`src/rtl/alu_pipe.sv`:
```
// Handshaked, parametrised ALU with registered result/flags and a multi-cycle shift-add MUL.
// A new operation is only taken when IDLE and the current result slot is free or being drained.
module alu_pipe #(
  parameter int unsigned WIDTH = 8
) (
  input  logic             clk,
  input  logic             rst_n,
  input  logic             in_valid,
  output logic             in_ready,
  input  logic [WIDTH-1:0] a,
  input  logic [WIDTH-1:0] b,
  input  logic [3:0]       operation,
  output logic             out_valid,
  input  logic             out_ready,
  output logic [WIDTH:0]   z,
  output logic             zero,
  output logic             ovf,
  output logic             err
);

  localparam int unsigned ShW  = $clog2(WIDTH) + 1;
  localparam int unsigned CntW = $clog2(WIDTH + 1);

  localparam logic [3:0] OpAdd = 4'h0;
  localparam logic [3:0] OpSub = 4'h1;
  localparam logic [3:0] OpAnd = 4'h2;
  localparam logic [3:0] OpOr  = 4'h3;
  localparam logic [3:0] OpXor = 4'h4;
  localparam logic [3:0] OpNot = 4'h5;
  localparam logic [3:0] OpShl = 4'h6;
  localparam logic [3:0] OpShr = 4'h7;
  localparam logic [3:0] OpMul = 4'h8;

  typedef enum logic [0:0] {StIdle, StMul} state_e;

  state_e               state_q, state_d;
  logic [2*WIDTH-1:0]   mcand_q, mcand_d;
  logic [2*WIDTH-1:0]   acc_q, acc_d;
  logic [WIDTH-1:0]     mplr_q, mplr_d;
  logic [CntW-1:0]      cnt_q, cnt_d;
  logic                 out_valid_q, out_valid_d;
  logic [WIDTH:0]       z_q, z_d;
  logic                 zero_q, zero_d;
  logic                 ovf_q, ovf_d;
  logic                 err_q, err_d;

  logic                 accept;
  logic [ShW-1:0]       shamt;
  logic [WIDTH:0]       alu_z;
  logic                 alu_err;
  logic [2*WIDTH-1:0]   acc_sum;

  assign shamt    = b[ShW-1:0];
  assign in_ready = (state_q == StIdle) && (!out_valid_q || out_ready);
  assign accept   = in_valid && in_ready;
  assign acc_sum  = acc_q + (mplr_q[0] ? mcand_q : '0);

  // Single-cycle datapath; MUL is handled by the sequencer below.
  always_comb begin
    alu_z   = '0;
    alu_err = 1'b0;
    case (operation)
      OpAdd:   alu_z = {1'b0, a} + {1'b0, b};
      OpSub:   alu_z = {1'b0, a} - {1'b0, b};
      OpAnd:   alu_z = {1'b0, a & b};
      OpOr:    alu_z = {1'b0, a | b};
      OpXor:   alu_z = {1'b0, a ^ b};
      OpNot:   alu_z = {1'b0, ~a};
      OpShl:   alu_z = {1'b0, a} << shamt;
      OpShr:   alu_z = {1'b0, a >> shamt};
      OpMul:   alu_z = '0;
      default: alu_err = 1'b1;
    endcase
  end

  always_comb begin
    state_d     = state_q;
    mcand_d     = mcand_q;
    acc_d       = acc_q;
    mplr_d      = mplr_q;
    cnt_d       = cnt_q;
    out_valid_d = out_valid_q;
    z_d         = z_q;
    zero_d      = zero_q;
    ovf_d       = ovf_q;
    err_d       = err_q;
    unique case (state_q)
      StIdle: begin
        if (accept) begin
          if (operation == OpMul) begin
            mcand_d     = {{WIDTH{1'b0}}, a};
            mplr_d      = b;
            acc_d       = '0;
            cnt_d       = CntW'(WIDTH);
            out_valid_d = 1'b0;
            state_d     = StMul;
          end else begin
            z_d         = alu_z;
            zero_d      = (alu_z == '0);
            ovf_d       = 1'b0;
            err_d       = alu_err;
            out_valid_d = 1'b1;
          end
        end else if (out_ready) begin
          out_valid_d = 1'b0;
        end
      end
      StMul: begin
        acc_d   = acc_sum;
        mcand_d = mcand_q << 1;
        mplr_d  = mplr_q >> 1;
        cnt_d   = cnt_q - CntW'(1);
        // Last iteration: publish straight from the adder output.
        if (cnt_q == CntW'(1)) begin
          z_d         = acc_sum[WIDTH:0];
          zero_d      = (acc_sum[WIDTH:0] == '0);
          ovf_d       = |acc_sum[2*WIDTH-1:WIDTH+1];
          err_d       = 1'b0;
          out_valid_d = 1'b1;
          state_d     = StIdle;
        end
      end
      default: state_d = StIdle;
    endcase
  end

  always_ff @(posedge clk or negedge rst_n) begin
    if (!rst_n) begin
      state_q     <= StIdle;
      mcand_q     <= '0;
      acc_q       <= '0;
      mplr_q      <= '0;
      cnt_q       <= '0;
      out_valid_q <= 1'b0;
      z_q         <= '0;
      zero_q      <= 1'b0;
      ovf_q       <= 1'b0;
      err_q       <= 1'b0;
    end else begin
      state_q     <= state_d;
      mcand_q     <= mcand_d;
      acc_q       <= acc_d;
      mplr_q      <= mplr_d;
      cnt_q       <= cnt_d;
      out_valid_q <= out_valid_d;
      z_q         <= z_d;
      zero_q      <= zero_d;
      ovf_q       <= ovf_d;
      err_q       <= err_d;
    end
  end

  assign out_valid = out_valid_q;
  assign z         = z_q;
  assign zero      = zero_q;
  assign ovf       = ovf_q;
  assign err       = err_q;

endmodule

```
`config.mk`:
```
export PLATFORM = sky130hd
export DESIGN_NAME = alu_pipe
export DESIGN_NICKNAME = d
export VERILOG_FILES = /design/src/rtl/alu_pipe.sv
export SDC_FILE = /design/constraint.sdc
export NUM_CORES = 1
export LEC_CHECK = 0
export ABC_AREA = 0
export CELL_PAD_IN_SITES_DETAIL_PLACEMENT = 1
export CELL_PAD_IN_SITES_GLOBAL_PLACEMENT = 2
export CORE_MARGIN = 3
export CORE_UTILIZATION = 39
export CTS_CLUSTER_DIAMETER = 120
export DETAILED_ROUTE_END_ITERATION = 10
export PLACE_DENSITY_LB_ADDON = 0.25
export SYNTH_ARGS = -nofsm -noshare
export SYNTH_HDL_FRONTEND = slang
export SYNTH_SLANG_ARGS = --single-unit
```
`constraint.sdc`:
```
create_clock -name clk -period 5.58 [get_ports clk]
set_input_delay 1.674 -clock clk [delete_from_list [all_inputs] [get_ports clk]]
set_output_delay 1.674 -clock clk [all_outputs]
set_load 0.03 [all_outputs]
```
# [Yosys cells after proc, flatten, opt, wreduce, memory -nomap -nowiden]
# Index checks and enable logic that the tools add are counted.
[op_classes] addsub=4 n_eq_ne=14 shift=2 muxes=40 bitwise=5 reduce_logical=12
[op_table] operator="$mux W16" n=5
[op_table] operator="$pmux W9 S8" n=1
[op_table] operator="$pmux W16 S2" n=2
[op_table] operator="$mux W9" n=3
[op_table] operator="$logic_not A9 Y1" n=2
[op_table] operator="$pmux W9 S2" n=1
[op_table] operator="$mux W1" n=17
[op_table] operator="$add A16 B16 Y16" n=1
[op_table] operator="$eq A4 B3 Y1 const B" n=4
[op_table] operator="$mux W8" n=2
[op_table] operator="$pmux W8 S2" n=1
[op_table] operator="$pmux W1 S2" n=5
[op_table] operator="$add A8 B8 Y9" n=1
[op_table] operator="$shl A8 B4 Y9" n=1
[op_table] operator="$sub A8 B8 Y9" n=1
[op_table] operator="$and A8 B8 Y8" n=1
[op_table] operator="$eq A4 B1 Y1 const B" n=2
[op_table] operator="$eq A4 B2 Y1 const B" n=2
[op_table] operator="$mux W4" n=2
[op_table] operator="$not A8 Y8" n=1
[op_table] operator="$or A8 B8 Y8" n=1
[op_table] operator="$pmux W4 S2" n=1
[op_table] operator="$reduce_or A8 Y1" n=1
[op_table] operator="$shr A8 B4 Y8" n=1
[op_table] operator="14 further kinds" n=18
[totals] regBits=58 input_bits=24 output_inout_bits=14 word_cells=87

# [Logic depth before layout (Yosys ltp)]
[depth] depth_word=6 mapped_depth=16 mapped_depth_nobuf=14

# [Worst setup path after synthesis]
# OpenSTA, ideal clock, no wires.
[synth_timing] path_kind="input port to flip-flop" from="in operation[3]" to="reg zero_q, in the netlist zero" setup_ps=64 arrival_time_ps=4681 required_time_ps=5516 slack_ps=835 cell_stages=15 path_buffers=2 cell_sequence="clkbuf_1 > clkbuf_1 > nor3_1 > nand2_1 > o21ai_0 > inv_1 > ha_1 > nand2b_1 > nand2b_1 > a211oi_1 > nor3_1 > or3_1 > or4_1 > nor4_2 > a21o_1"
[synth_between] elab_chain_len=6 elab_cells_between_ends=16 cone_classes="9 x eq/ne; 4 x mux; 3 x reduce/logical"
[synth_rtl] item="start, declared" line_no="12" source="input logic [3:0] operation,"
[synth_rtl] item="$eq A4 B3 Y1 (tied with other cells)" line_no="62" source="case (operation)"
[synth_rtl] item="$pmux W9 S8" line_no="62"
[synth_rtl] item="$logic_not A9 Y1" line_no="99" source="zero_d = (alu_z == '0);"
[synth_rtl] item="$mux W1" line_no="90" source="if (operation == OpMul) begin"
[synth_rtl] item="$mux W1" line_no="89" source="if (accept) begin"
[synth_rtl] item="$pmux W1 S2" line_no="87" source="unique case (state_q)"
[synth_rtl] item="end signal, assigned" line_no="147" source="zero_q <= zero_d;"
[synth_rtl] item="end, declared" line_no="43" source="logic zero_q, zero_d;"
# Parallel ways exist; a longest one is shown, timed or not. The select of a mux whose other input is x is not followed.
# A chain may end at the register's enable or synchronous reset.

# [Worst setup path after layout]
[layout_timing] from="in out_ready" to="out in_ready"
[layout_between] elab_chain_len=2
[layout_rtl] item="start, declared" line_no="14" source="input logic out_ready,"
[layout_rtl] item="$logic_or A1 B1 Y1" line_no="54" source="assign in_ready = (state_q == StIdle) && (!out_valid_q || out_ready);"
[layout_rtl] item="$logic_and A1 B1 Y1" line_no="54"
[layout_rtl] item="end, declared" line_no="9" source="output logic in_ready,"
# Every way passes these cells.

==> results.md <==
* Gr usage total at 22.6%
* Crit path DAT at 3.05 ns
* Crit Path Max Fanout at 5
* Vias in the first global route at 4714
* CP max stage cell: clkdlybuf4s50_1
* Post-Syn Area at 0.00496 sq mm
* Final hold violation count at 0
* Setup-failing EPs final at 0
* Clock Path Buffers at 2
* CTS tree: yes
* Worst Setup Start Kind: input port
* Gate Count Post-Synth at 612
* Mapped Nets at 681
* Postcts setup bufs at 0
* Pwr/cell area at 394 mW/mm^2
* Hpwl dp at 11800 microns
* Antenna-violating nets left at 0
* Slew Viols, Final at 0
* Nature of the critical path endpoint: primary output
* PortBufs at 37
* Worst vdd ir at 0.208 mV
* Pin count of the biggest net entering global routing at 76
* Worst hold path class: reg2reg
* Initial DRC Count at 344
* Die H at 119 microns
* Final critical-path share of the clock period at 84.6%
* Fillers at 1506
* Die ar. at 0.0141 sq mm
* Root buf cell: clkbuf_16
* Diodes inserted at 0
* Place WS at 0.628 ns
* Unrepaired setup endpoints after global routing: false
* Crit path top cell by count: clkdlybuf4s50_1
* MaxCap Viol Count at 0
* #FFs+latches synth at 58
* Leak Pwr at 2.59 nW
* Pre-antenna DRT Iters at 5
* Crit-path cells: clkdlybuf4s50_1 > o21a_1 > clkdlybuf4s50_1
* Slew margin rel. at 39.5%
* Worst skew pair latency at 0.33 ns
* Final wirelength at 15800 microns
* Commonest non-fill, non-tap cell in the layout: nand2_1
* CTS buffer count at 9
* Setup TNS at 0 ns
* Vias at 4612
* Clock sinks at 58
* First-pass GRT wire length at 25400 microns
* Status: finished clean
* Maximum clock rate at 212 MHz
* Worst setup margin at 0.857 ns
* Mean Syn Cell Area at 8.11 sq um
* Slew at the pin closest to its max-slew limit at 0.908 ns
* Sequential share of the synthesized area at 29.2%
* Area Overhead vs Synth at 17.9%
* Most frequent cells in the layout: nand2_1 (89), o21ai_0 (64), dfrtp_1 (57), nor2_1 (49), a21oi_1 (49)
* Initial antenna violation count at 0
* Post_cts resized at 0
* Cell variety after synth at 65
* CP required at 3.91 ns
* Core area at 0.0122 sq mm
* WS Path Type: in2out
* Ys flop type: dfrtp_1
* Grt ovf at 0
* YS warnings at 0
* Num ports at 38
* RePlAce Congestion at 0.908
* Die Width at 119 microns
* Starting Density at 40.7%
* Ys async rst share at 100%
* Layout cells sized above 1 at 7.57%
* Residual DRC count at 0
* # rows at 40
* Clk_skew at 0.00610 ns
* Crit path largest cell delay at 0.70 ns
* H-tree depth at 3
* Routed len/inst at 19.3 microns
* EDFF count, synth at 0
* Final net count at 711
* Hold buffer count at cts at 0
* Clock period minus worst slack at 4.72 ns
* Clock-pin slew on the worst setup and hold paths at 0.05 ns
* Via density per instance at 5.66
## final cells by class
| type | instances | area (sq um) | area share [%] |
|---|---|---|---|
| Tap cell | 168 | 210 | 3.59 |
| Clock inverter | 4 | 73.8 | 1.26 |
| Inverter | 29 | 109 | 1.86 |
| Clock buffer | 12 | 256 | 4.38 |
| Multi-Input combinational cell | 490 | 3260 | 55.7 |
| Timing Repair Buffer | 54 | 493 | 8.42 |
| Sequential cell | 58 | 1450 | 24.8 |
## where the power goes
| part | total [mW] | internal (mW) | switching, mW |
|---|---|---|---|
| Combinational | 0.978 | 0.374 | 0.604 |
| Sequential | 0.715 | 0.588 | 0.127 |
| Clock | 0.613 | 0.415 | 0.198 |
| Total | 2.31 | 1.38 | 0.929 |
## synth_stat cells (3+ instances only)
master / n / area [sq um]
nand2_1: 89 / 334
o21ai_0: 64 / 320
dfrtp_1: 58 / 1450
a21oi_1: 49 / 245
nor2_1: 49 / 184
ha_1: 43 / 538
clkbuf_1: 28 / 105
inv_1: 27 / 101
xnor2_1: 20 / 175
and2_1: 17 / 106
nand3_1: 16 / 80.1
nor3_1: 11 / 55.1
mux2i_1: 10 / 100
mux4_2: 8 / 180
o211ai_1: 8 / 60.1
nand2b_1: 7 / 43.8
o21bai_1: 7 / 52.6
xor2_1: 7 / 61.3
a21o_1: 6 / 45.0
nor2b_1: 5 / 31.3
a211oi_1: 4 / 30.0
a22oi_1: 4 / 30.0
buf_2: 4 / 20.0
o21a_1: 4 / 30.0
o22ai_1: 4 / 25.0
a311oi_1: 3 / 26.3
a31oi_1: 3 / 18.8
nand4_1: 3 / 18.8
or3_1: 3 / 18.8
## through the flow
step	utilization, %	area [sq um]	instances	power (mW)	hold slack [ns]
CTS	47.9	5850	815	2.33	0.494
floorplan	-	4960	612	1.36	0.452
detailed placement	45.2	5520	799	1.70	0.482
global route	47.9	5850	815	2.47	0.533
finish	47.9	5850	815	2.31	0.493
global placement	45.2	5520	799	1.65	0.467
## worst max-delay path, delay by kind of cell
| family | cells | cell delay (ns) |
|---|---|---|
| buffers and inverters | 2 | 1.16 |
| AOI/OAI and AO/OA | 1 | 0.21 |
## sequential cells by signal (all words and copies together) (netlist names)
name	flops
z	9
ovf	1
err	1
mcand_q	16
cnt_q	4
mplr_q	8
out_valid	1
zero	1
acc_q	16
state_q	1
## path summary, 6_finish.rpt
path | startpoint | end | slack (ns) | cells past startpoint
max reg2reg | mplr_q[0] | ovf | 1.86 | 11
min in group asynchronous | rst_n | z[5] | 1.48 | 1
max in group asynchronous | rst_n | state_q | 3.24 | 2
min reg2reg | mplr_q[5] | mplr_q[4] | 0.49 | 2
max | out_ready | in_ready | 0.86 | 3
min | mplr_q[5] | mplr_q[4] | 0.49 | 2
## cells by family after synthesis
kind of cell	Yosys count	synth area share (%)
muxes	20	6.40
buffers and inverters	64	5.27
xor gates and xnor gates	27	4.76
DFF	58	29.2
and+or+nand+nor	218	20.7
AOI/OAI and AO/OA	180	22.0
adders and majority gates	45	11.6
## per-layer routing
metal,share of wire [%],routed length [microns],track usage [%],up-vias
met5,0,0,0,-
met4,2.1,333,6.66,0
met3,3.4,543,3.85,26
met2,45,7160,36.0,89
met1,49,7720,31.6,2257
li1,-,-,-,2240
Power figures use the tool's default switching activity.
